<file path="config.mk">
export PLATFORM = sky130hd
export DESIGN_NAME = clock_display_ctrl
export DESIGN_NICKNAME = d
export VERILOG_FILES = /design/src/rtl/clock_display_ctrl.sv
export SDC_FILE = /design/constraint.sdc
export NUM_CORES = 1
export LEC_CHECK = 0
export CORE_MARGIN = 1.5
export CORE_UTILIZATION = 55
export CTS_BUF_LIST = sky130_fd_sc_hd__clkbuf_8
export DETAILED_ROUTE_END_ITERATION = 8
export PLACE_DENSITY = 0.86
export SYNTH_ARGS = -nofsm -noshare
export SYNTH_HDL_FRONTEND = slang
export SYNTH_SLANG_ARGS = --single-unit
</file>
<file path="constraint.sdc">
create_clock -name clk_50mhz -period 3.25 [get_ports clk_50mhz]
set_input_delay 0.65 -clock clk_50mhz [delete_from_list [all_inputs] [get_ports clk_50mhz]]
set_output_delay 0.65 -clock clk_50mhz [all_outputs]
set_load 0.05 [all_outputs]
</file>
<file path="src/rtl/clock_display_ctrl.sv">
// clock_display_ctrl
//   Digital-clock controller. Turns the divider's 1 Hz / 2 Hz / 50 Hz / 1 kHz
//   square waves into single-cycle ticks, keeps BCD HH:MM:SS, debounces two
//   set-time push-buttons and drives a 6-digit multiplexed 7-segment display.
//
// Ports
//   clk_50mhz : system clock (only clock in the block)
//   rst       : asynchronous reset, active-low
//   clk_1hz   : 1 Hz level input (data, not a clock)
//   clk_2hz   : 2 Hz level input, blink rate
//   clk_50hz  : 50 Hz level input, key sample rate
//   clk_1khz  : 1 kHz level input, digit scan rate
//   key_mode  : raw push-button, active-low, cycles RUN -> SET_H -> SET_M
//   key_inc   : raw push-button, active-low, increments the selected field
//   seg       : segments, active-low, seg[7]=dp, seg[6:0]=g..a
//   an        : digit enables, active-low one-hot, an[0]=hours tens
module clock_display_ctrl #(
    parameter int unsigned DEB_SAMPLES = 3,
    parameter int unsigned HOUR_MAX    = 23
) (
    input  logic       clk_50mhz,
    input  logic       rst,
    input  logic       clk_1hz,
    input  logic       clk_2hz,
    input  logic       clk_50hz,
    input  logic       clk_1khz,
    input  logic       key_mode,
    input  logic       key_inc,
    output logic [7:0] seg,
    output logic [5:0] an
);

    typedef enum logic [1:0] {
        RUN   = 2'd0,
        SET_H = 2'd1,
        SET_M = 2'd2
    } state_e;

    localparam logic [3:0] HT_MAX   = 4'(HOUR_MAX / 10);
    localparam logic [3:0] HU_MAX   = 4'(HOUR_MAX % 10);
    localparam logic [2:0] CNT_LAST = 3'(DEB_SAMPLES - 1);

    // ------------------------------------------------------------------
    // Tick generation: 2-flop synchronizer plus delay flop per input.
    // Bit order: 0=1 Hz, 1=2 Hz, 2=50 Hz, 3=1 kHz.
    // ------------------------------------------------------------------
    logic [3:0] in_s1_q, in_s2_q, in_dly_q;
    logic [3:0] tick;

    always_ff @(posedge clk_50mhz or negedge rst) begin
        if (!rst) begin
            in_s1_q  <= '0;
            in_s2_q  <= '0;
            in_dly_q <= '0;
        end else begin
            in_s1_q  <= {clk_1khz, clk_50hz, clk_2hz, clk_1hz};
            in_s2_q  <= in_s1_q;
            in_dly_q <= in_s2_q;
        end
    end

    assign tick = in_s2_q & ~in_dly_q;

    logic tick_1hz, tick_2hz, tick_50hz, tick_1khz;
    assign tick_1hz  = tick[0];
    assign tick_2hz  = tick[1];
    assign tick_50hz = tick[2];
    assign tick_1khz = tick[3];

    // ------------------------------------------------------------------
    // Debounce. Bit 0 = mode key, bit 1 = inc key. Accepted level starts
    // released (high); a press pulse fires only when low is accepted.
    // ------------------------------------------------------------------
    logic [1:0] key_s1_q, key_s2_q, key_lvl_q, press_q;
    logic [2:0] deb_cnt_q [2];

    always_ff @(posedge clk_50mhz or negedge rst) begin
        if (!rst) begin
            key_s1_q  <= '1;
            key_s2_q  <= '1;
            key_lvl_q <= '1;
            press_q   <= '0;
            for (int unsigned k = 0; k < 2; k++) begin
                deb_cnt_q[k] <= '0;
            end
        end else begin
            key_s1_q <= {key_inc, key_mode};
            key_s2_q <= key_s1_q;
            for (int unsigned k = 0; k < 2; k++) begin
                press_q[k] <= 1'b0;
                if (tick_50hz) begin
                    if (key_s2_q[k] != key_lvl_q[k]) begin
                        if (deb_cnt_q[k] == CNT_LAST) begin
                            key_lvl_q[k] <= key_s2_q[k];
                            deb_cnt_q[k] <= '0;
                            press_q[k]   <= ~key_s2_q[k];
                        end else begin
                            deb_cnt_q[k] <= deb_cnt_q[k] + 3'd1;
                        end
                    end else begin
                        // an agreeing sample restarts the run of differing ones
                        deb_cnt_q[k] <= '0;
                    end
                end
            end
        end
    end

    logic mode_press, inc_press;
    assign mode_press = press_q[0];
    assign inc_press  = press_q[1];

    // ------------------------------------------------------------------
    // Time arithmetic (combinational helpers for the FSM)
    // ------------------------------------------------------------------
    state_e     state_q;
    logic       phase_q;
    logic [3:0] h_t_q, h_u_q, m_t_q, m_u_q, s_t_q, s_u_q;

    logic [3:0] h_t_inc, h_u_inc, m_t_inc, m_u_inc;
    logic [3:0] h_t_adv, h_u_adv, m_t_adv, m_u_adv, s_t_adv, s_u_adv;

    always_comb begin
        // stand-alone field increments used by set mode (no carry out)
        if (h_t_q == HT_MAX && h_u_q == HU_MAX) begin
            h_t_inc = '0;
            h_u_inc = '0;
        end else if (h_u_q == 4'd9) begin
            h_t_inc = h_t_q + 4'd1;
            h_u_inc = '0;
        end else begin
            h_t_inc = h_t_q;
            h_u_inc = h_u_q + 4'd1;
        end

        if (m_u_q == 4'd9) begin
            m_u_inc = '0;
            m_t_inc = (m_t_q == 4'd5) ? 4'd0 : m_t_q + 4'd1;
        end else begin
            m_u_inc = m_u_q + 4'd1;
            m_t_inc = m_t_q;
        end

        // full one-second advance with carry chain
        h_t_adv = h_t_q;
        h_u_adv = h_u_q;
        m_t_adv = m_t_q;
        m_u_adv = m_u_q;
        s_t_adv = s_t_q;
        s_u_adv = s_u_q + 4'd1;
        if (s_u_q == 4'd9) begin
            s_u_adv = '0;
            s_t_adv = s_t_q + 4'd1;
            if (s_t_q == 4'd5) begin
                s_t_adv = '0;
                m_t_adv = m_t_inc;
                m_u_adv = m_u_inc;
                if (m_t_q == 4'd5 && m_u_q == 4'd9) begin
                    h_t_adv = h_t_inc;
                    h_u_adv = h_u_inc;
                end
            end
        end
    end

    // ------------------------------------------------------------------
    // Mode FSM, timekeeping and blink phase
    // ------------------------------------------------------------------
    always_ff @(posedge clk_50mhz or negedge rst) begin
        if (!rst) begin
            state_q <= RUN;
            phase_q <= 1'b1;
            h_t_q   <= '0;
            h_u_q   <= '0;
            m_t_q   <= '0;
            m_u_q   <= '0;
            s_t_q   <= '0;
            s_u_q   <= '0;
        end else begin
            // entering a set state below overrides this toggle
            if (tick_2hz) begin
                phase_q <= ~phase_q;
            end
            case (state_q)
                RUN: begin
                    if (tick_1hz) begin
                        h_t_q <= h_t_adv;
                        h_u_q <= h_u_adv;
                        m_t_q <= m_t_adv;
                        m_u_q <= m_u_adv;
                        s_t_q <= s_t_adv;
                        s_u_q <= s_u_adv;
                    end
                    if (mode_press) begin
                        state_q <= SET_H;
                        phase_q <= 1'b1;
                    end
                end
                SET_H: begin
                    if (mode_press) begin
                        state_q <= SET_M;
                        phase_q <= 1'b1;
                    end else if (inc_press) begin
                        h_t_q <= h_t_inc;
                        h_u_q <= h_u_inc;
                    end
                end
                SET_M: begin
                    if (mode_press) begin
                        state_q <= RUN;
                        s_t_q   <= '0;
                        s_u_q   <= '0;
                    end else if (inc_press) begin
                        m_t_q <= m_t_inc;
                        m_u_q <= m_u_inc;
                    end
                end
                default: state_q <= RUN;
            endcase
        end
    end

    // ------------------------------------------------------------------
    // Scan and display
    // ------------------------------------------------------------------
    logic [2:0] idx_q;
    logic [3:0] dig;
    logic       blank;
    logic [7:0] seg_d, seg_q;
    logic [5:0] an_d, an_q;

    function automatic logic [6:0] dec7(input logic [3:0] d);
        case (d)
            4'd0:    dec7 = 7'h40;
            4'd1:    dec7 = 7'h79;
            4'd2:    dec7 = 7'h24;
            4'd3:    dec7 = 7'h30;
            4'd4:    dec7 = 7'h19;
            4'd5:    dec7 = 7'h12;
            4'd6:    dec7 = 7'h02;
            4'd7:    dec7 = 7'h78;
            4'd8:    dec7 = 7'h00;
            4'd9:    dec7 = 7'h10;
            default: dec7 = 7'h7F;
        endcase
    endfunction

    always_comb begin
        case (idx_q)
            3'd0:    dig = h_t_q;
            3'd1:    dig = h_u_q;
            3'd2:    dig = m_t_q;
            3'd3:    dig = m_u_q;
            3'd4:    dig = s_t_q;
            default: dig = s_u_q;
        endcase
        blank = ~phase_q &&
                ((state_q == SET_H && idx_q <= 3'd1) ||
                 (state_q == SET_M && (idx_q == 3'd2 || idx_q == 3'd3)));
        seg_d = {~(idx_q == 3'd1 || idx_q == 3'd3), blank ? 7'h7F : dec7(dig)};
        an_d  = ~(6'b000001 << idx_q);
    end

    // an and seg are both derived from idx_q and latched together
    always_ff @(posedge clk_50mhz or negedge rst) begin
        if (!rst) begin
            idx_q <= '0;
            an_q  <= 6'b111110;
            seg_q <= 8'hC0;
        end else begin
            if (tick_1khz) begin
                idx_q <= (idx_q == 3'd5) ? 3'd0 : idx_q + 3'd1;
            end
            an_q  <= an_d;
            seg_q <= seg_d;
        end
    end

    assign seg = seg_q;
    assign an  = an_q;

endmodule
</file>
==> impl_results.md <==
- Outcome: finished clean
- Die W: 80.5 um
- # IOs: 22
- CTS Root Buffer Type: clkbuf_8
- Multi-input combinational cell area: 1430 sq um
- Synthesized net count: 330
- Critical Path, Cell by Cell: inv_1, ha_1, inv_1, nand2_4, o211ai_2, o22a_1, ha_1, inv_1, o311ai_0
- Clock Latency Late Sink: 350 ps
- Final setup TNS: 0 ps
- Tmin final: 2490 ps
- Hold Crit Class: in2async
- Reg2reg setup slack: 760 ps
- Post-CTS Setup Inserts: 0
- Worst Path Arrival: 2720 ps
- Yosys warns: 0
- Hold Buf Count CTS: 0
- CTS sink cnt: 70
- Unrepaired setup endpoints after global routing: no
- Static Leak: 1.64 nW
- Pwr dens: 885 nW/um^2
- CP endpoint kind: flop
- Clk_skew: 6.91 ps
- # setup viols final: 0
- Pin count of the biggest net entering global routing: 71
- Global-route wire length before repair: 10,600 um
- Detailed-route wire length per cell: 14.1 um
- Number of max-cap violations: 0
- Routed WL: 5850 um
- Worst R2R Start: idx_q[2]$_DFFE_PN0P_
- Final net count: 354
- Clock Path Buffers: 2
- Slowest cell on the critical path: dfrtp_1
- Antenna violations before repair: 0
- Vias in the first global route: 2,327
- CP max stage delay: 610 ps
- Inserted Diodes: 0
- Relative slew slack: 59.0%
- Total number of vias: 2,333
- Syn avg cell area: 10.6 sq um
- DRT Pass-1 Iters: 4
- Sequential area share after synthesis: 53.6%
- Post-Synthesis Cell Area: 3300 sq um
- Layout area overhead: 14.3%
- Place WS: 781 ps
- Top FF cell, synth: dfrtp_1
- Worst setup SP type: flop
- Number of synthesized flops with an enable pin: 0
- Post-cts sizing count: 0
- Row count: 28
- Register Area: 1770 sq um
- Final Hold Viols: 0
- Fill cells: 441
- Comb power frac: 39.6%
- Most used cell, CP: inv_1
- DPL Wire Length: 4030 um
- Max Freq: 401 MHz
- Cell count after synthesis: 310
- Starting Density: 56.4%
- DRC viols: 0
- IO Port Bufs: 21
- Peak VDD IR: 0.000470 V
- Cell count of the worst reg-to-reg path: 9
- Setup ws final: 758 ps
- Die area: 6470 sq um
- Pint: 0.00202 W
- Vert. Die Dim: 80.5 um
- ANT nets after route: 0
- Initial DRC Count: 146
- Final Max Slew Viols: 0
- Crit path required time: 3480 ps
- Clock network power share: 21.3%
- Gr ovfl total: 0
- Vias per std cell: 5.64
- Critical path class: reg2reg
- Worst setup path end: seg[2]$_DFF_PN0_
- Placer Congestion: 0.835
- Final Cycle Share: 76.7%
- Gr usage total: 21.8%
- Tightest Pin Transition: 614 ps
- Share of layout cells above drive strength 1: 13.9%
- Switching part of the total: 39.5%
- Asr flop ratio synth: 100%
- Crit Path Max Fanout: 16
- Distinct cell type count after synthesis: 50
- Clock-pin slew on the worst setup and hold paths: 70 ps
- Num CTS Buffers: 9
- H-Tree Depth: 3
- Seq pwr share: 39.1%
- WHS: 296 ps
- Switching power of the nets: 0.00132 W
- CTS tree: yes
- Core Region: 5850 sq um
- Worst R2R End: seg[2]$_DFF_PN0_
- Post-synthesis register bit count: 70
- Worst Setup SP: idx_q[2]$_DFFE_PN0P_
[critical path: cells and delay by family, from the launching register on]
family | cells | cell delay (ps)
compound gates | 3 | 770
fa+ha+maj | 2 | 530
buf+inv | 3 | 350
flops | 1 | 610
simple gates | 1 | 90
[layout make-up]
cell class / instances / share of cell area (%)
Clock buffer: 11 / 4.01
Clock inverter: 5 / 1.56
Inverter: 13 / 1.29
Multi-Input combinational cell: 218 / 37.8
Sequential cell: 70 / 46.9
Tap cell: 75 / 2.49
Timing Repair Buffer: 22 / 5.97
[cells in the mapped netlist, types with 2 or more instances]
master,instances,area share [%]
o31ai_1,3,0.68
or3_1,4,0.76
buf_6,2,0.68
and2_1,4,0.76
or3b_2,2,0.53
nor3_1,7,1.1
a21oi_1,5,0.76
nand3_1,10,1.5
o22a_1,4,1.1
a22o_1,2,0.53
a21o_1,4,0.91
mux2i_1,2,0.61
and3b_1,2,0.53
nor2b_1,8,1.5
nor2_1,20,2.3
and3_1,3,0.57
nand2_1,32,3.6
xor2_1,2,0.53
xnor2_1,9,2.4
dfrtp_1,56,42
dfstp_2,14,11
nand2b_1,9,1.7
nor3b_1,5,1.1
buf_2,2,0.30
o21ai_0,31,4.7
ha_1,12,4.6
a211oi_1,10,2.3
clkbuf_1,3,0.34
inv_1,13,1.5
mux2_2,8,2.7
a32oi_1,3,0.80
[registers in the layout (all words and copies together) (netlist names), 3 cells and up]
name       flops
an             6
deb_cnt_q      6
h_t_q          4
h_u_q          4
idx_q          3
in_dly_q       4
in_s1_q        4
in_s2_q        4
m_t_q          4
m_u_q          4
s_t_q          4
s_u_q          4
seg            8
[per-stage QoR]
| stage | utilization, % | instance area (sq um) | total power [W] | std cells |
|---|---|---|---|---|
| floorplan | - | 3300 | 0.00234 | 310 |
| global placement | 60.9 | 3560 | 0.00257 | 398 |
| detailed placement | 60.9 | 3560 | 0.00263 | 398 |
| CTS | 64.5 | 3770 | 0.00336 | 414 |
| global route | 64.5 | 3770 | 0.00359 | 414 |
| finish | 64.5 | 3770 | 0.00334 | 414 |
[power by group through the flow]
stage | logic, W | registers (W) | clock network, W
floorplan | 0.000845 | 0.00149 | 0
global placement | 0.00127 | 0.00130 | 0
detailed placement | 0.00131 | 0.00132 | 0
CTS | 0.00132 | 0.00130 | 0.000735
global route | 0.00148 | 0.00134 | 0.000778
finish | 0.00132 | 0.00131 | 0.000711
[layer usage]
layer	track usage [%]	share of wire (%)	vias up
li1	-	-	1134
met3	7.50	4.8	20
met2	35.5	49	62
met5	0	0	-
met1	25.9	43	1117
met4	10.5	3.2	0
[how the worst min path moves through the flow]
stage | start | end | slack, ps | cells after the start
final | rst | m_u_q[2]$_DFFE_PN0P_ | 300 | 2
after CTS | rst | h_u_q[1]$_DFFE_PN0P_ | 310 | 2
after detailed placement | in_s1_q[0]$_DFF_PN0_ | in_s2_q[0]$_DFF_PN0_ | 330 | 0
after global routing | rst | m_u_q[3]$_DFFE_PN0P_ | 320 | 2
after floorplan | in_s1_q[0]$_DFF_PN0_ | in_s2_q[0]$_DFF_PN0_ | 330 | 0
after global placement | in_s1_q[3]$_DFF_PN0_ | in_s2_q[3]$_DFF_PN0_ | 330 | 0
[cell families (layout without fill, tap and decap cells)]
family / count (synthesis) / after routing / share of synthesized area [%]
compound gates: 71 / 71 / 14.2
xor+xnor: 11 / 11 / 2.92
fa+ha+maj: 13 / 13 / 4.89
buf+inv: 22 / 51 / 3.19
flops: 70 / 70 / 53.6
mux: 10 / 10 / 3.34
simple gates: 113 / 113 / 17.9
[placed cells by master, fill, tap and decap left out, types with 2 or more instances in the layout]
master	instances
dfrtp_1	56
nand2_1	32
o21ai_0	31
nor2_1	20
clkdlybuf4s50_1	20
inv_1	14
dfstp_2	14
ha_1	12
clkbuf_8	11
a211oi_1	10
nand3_1	10
nand2b_1	9
xnor2_1	9
nor2b_1	8
mux2_2	8
nor3_1	7
nor3b_1	5
a21oi_1	5
and2_1	4
or3_1	4
o22a_1	4
a21o_1	4
a32oi_1	3
and3_1	3
o31ai_1	3
and3b_1	2
or3b_2	2
mux2i_1	2
xor2_1	2
a22o_1	2
clkinv_4	2
Power figures use the tool's default switching activity.
==> edit: new RTL, same flow settings <==
Put one more register stage on the output `an`, cleared by the reset. The value now appears one clock later. The other outputs are not delayed to match.
--- a/src/rtl/clock_display_ctrl.sv
+++ b/src/rtl/clock_display_ctrl.sv
@@ -278,5 +278,11 @@
 
     assign seg = seg_q;
-    assign an  = an_q;
+    always_ff @(posedge clk_50mhz or negedge rst) begin
+        if (!rst) begin
+            an <= '0;
+        end else begin
+            an <= an_q;
+        end
+    end
 
 endmodule
Function: changed (Yosys sat finds a counterexample within 4 cycles, from zero or initial values and one cycle with rst low).
==> edit against the unedited design <==
  * Worst setup slack got worse by 0.068 ns
  * Power decreased by 0.79%
  * Non-clock buffer count decreased by 1
  * Design area increased by 3.1%
  * Hold slack improved by 0.050 ns
  * Count of clock-buffer cells in the layout decreased by 1
  * Synthesized area increased by 4.6%
  * Critical path depth unchanged
  * Utilization increased by 0.43 points
  * Wire length increased by 5.5%
  * Sequential cell count increased by 6
  * Highest routed layer unchanged
==> edit: results (changes against the unedited design) <==
| Metric | Value |
|---|---|
| GRT Total Usage | `21.0% (was 21.8%)` |
| First-pass GRT wire length | `10,400 µm (was 10,600 µm)` |
| Sequential fraction of the synthesis area | `55.6% (was 53.6%)` |
| Largest net degree at the start of global routing | `77 (was 71)` |
| Initial DRC count | `147 (was 146)` |
| Post-CTS Setup Repair Bufs | `0 (unchanged)` |
| Top post-synthesis cells by count | `dfrtp_1, nand2_1, o21ai_0 (unchanged)` |
| Syn avg cell area | `10.8 µm² (was 10.6 µm²)` |
| # nets final | `361 (was 354)` |
| Root Driver | `clkbuf_8 (unchanged)` |
| Worst-Skew Late Latency | `0.35 ns (about the same)` |
| Via-per-instance ratio | `5.69 (was 5.64)` |
| Total wire length | `6170 µm (was 5850 µm)` |
| CP max stage delay | `0.63 ns (was 0.61 ns)` |
| Final setup vio count | `0 (unchanged)` |
| Syn nets | `339 (was 330)` |
| Share of cells above drive strength 1 | `13.6% (was 13.9%)` |
| Diodes inserted | `0 (unchanged)` |
| Pleak | `1.71 nW (was 1.64 nW)` |
| Vias in the first global route | `2,217 (was 2,327)` |
| Worst hold-check path type | `flop to flop (was input port to async pin)` |
| Maximum VDD drop | `0.000619 V (was 0.000470 V)` |
| # placed instances | `405 (was 398)` |
| Area contributors post-synth | `dfrtp_1, dfstp_2, ha_1 (was dfrtp_1, dfstp_2, o21ai_0)` |
| Critical path peak fanout | `18 (was 16)` |
| Worst-Margin Slew | `0.905 ns (was 0.614 ns)` |
| Initial antenna violation count | `0 (unchanged)` |
| Max Clock Skew | `0.00902 ns (was 0.00691 ns)` |
| CTS H-tree lvls | `3 (unchanged)` |
| Status | `finished, final reports clean (unchanged)` |
| DP HPWL | `4420 µm (was 4030 µm)` |
| Async set-reset flop share out of synthesis | `100% (unchanged)` |
| CTS clk-pin slew, worst paths | `0.08 ns` |
| Post-CTS Resized | `0 (unchanged)` |
| Place WS | `0.697 ns (was 0.781 ns)` |
| Synth unique cells | `52 (was 50)` |
| Max cap viols | `0 (unchanged)` |
| TritonCTS buffer count | `9 (unchanged)` |
| Final instance count without filler cells | `421 (was 414)` |
| Worst path slowest cell | `dfrtp_1 (unchanged)` |
| Routability cong. | `0.835 (about the same)` |
| CTS max path bufs | `2 (unchanged)` |
edit: cell types whose count changed in the layout (fill, tap and decap cells not counted), sizes merged, moves of 3 or more:
cell    unedited run  this run
nor2              20        14
a211oi            11         8
dfrtp             56        62
nor3               7        11
edit: through the flow:
stage                     cell area, µm²  power (mW)  util, %
final                               3890        3.31     64.9
after detailed placement            3710        2.69     62.0
after global routing                3890        3.55     64.9
after global placement              3710        2.61     62.0
after CTS                           3890        3.33     64.9
after floorplan                     3450        2.34        -
edit: cells by family (layout without fill, tap and decap cells):
logic type	count (synthesis)	in the layout	synth area share (%)
and+or+nand+nor	116	116	18.3
DFF	76	76	55.6
AOI/OAI and AO/OA	72	72	13.5
buffers and inverters	24	51	2.72
adders and majority gates	13	13	4.64
xor gates and xnor gates	11	11	3.01
muxes	7	7	2.25
edit: report_power, final:
group	total, mW	switching, mW	internal, mW
Combinational	1.27	0.790	0.485
Clock	0.633	0.337	0.296
Sequential	1.40	0.207	1.20
Total	3.31	1.33	1.98
edit: area by class of cell:
type / instances / area [µm²]
fill: 449 / 2100
sequential: 76 / 1920
multi-input combinational: 219 / 1440
timing repair buffer: 21 / 208
clock buffer: 10 / 138
tap: 75 / 93.8
inverter: 14 / 52.6
clock inverter: 6 / 38.8
edit: critical path: cells and delay by family, from the launching register on:
kind,cells,cell delay (ns)
compound gates,3,0.56
fa+ha+maj,2,0.52
buf+inv,1,0.08
flops,1,0.63
simple gates,3,0.65
edit: layer usage:
| layer | up-vias | wire length [µm] | global-route usage, % |
|---|---|---|---|
| li1 | 1166 | - | - |
| met1 | 1172 | 2740 | 26.4 |
| met2 | 47 | 3090 | 33.9 |
| met3 | 9 | 226 | 6.26 |
| met4 | 0 | 115 | 8.64 |
| met5 | - | 0 | 0 |
edit: final timing paths:
path | cells after the start | slack [ns] | to | from
max in group asynchronous | 1 | 2.22 | idx_q[1] | rst
worst min-delay path | 0 | 0.35 | in_s2_q[1] | in_s1_q[1]
worst max register to register | 9 | 0.69 | seg[5] | idx_q[1]
worst min register to register | 0 | 0.35 | in_s2_q[1] | in_s1_q[1]
min in group asynchronous | 1 | 0.41 | an[0] | rst
worst max-delay path | 9 | 0.69 | seg[5] | idx_q[1]
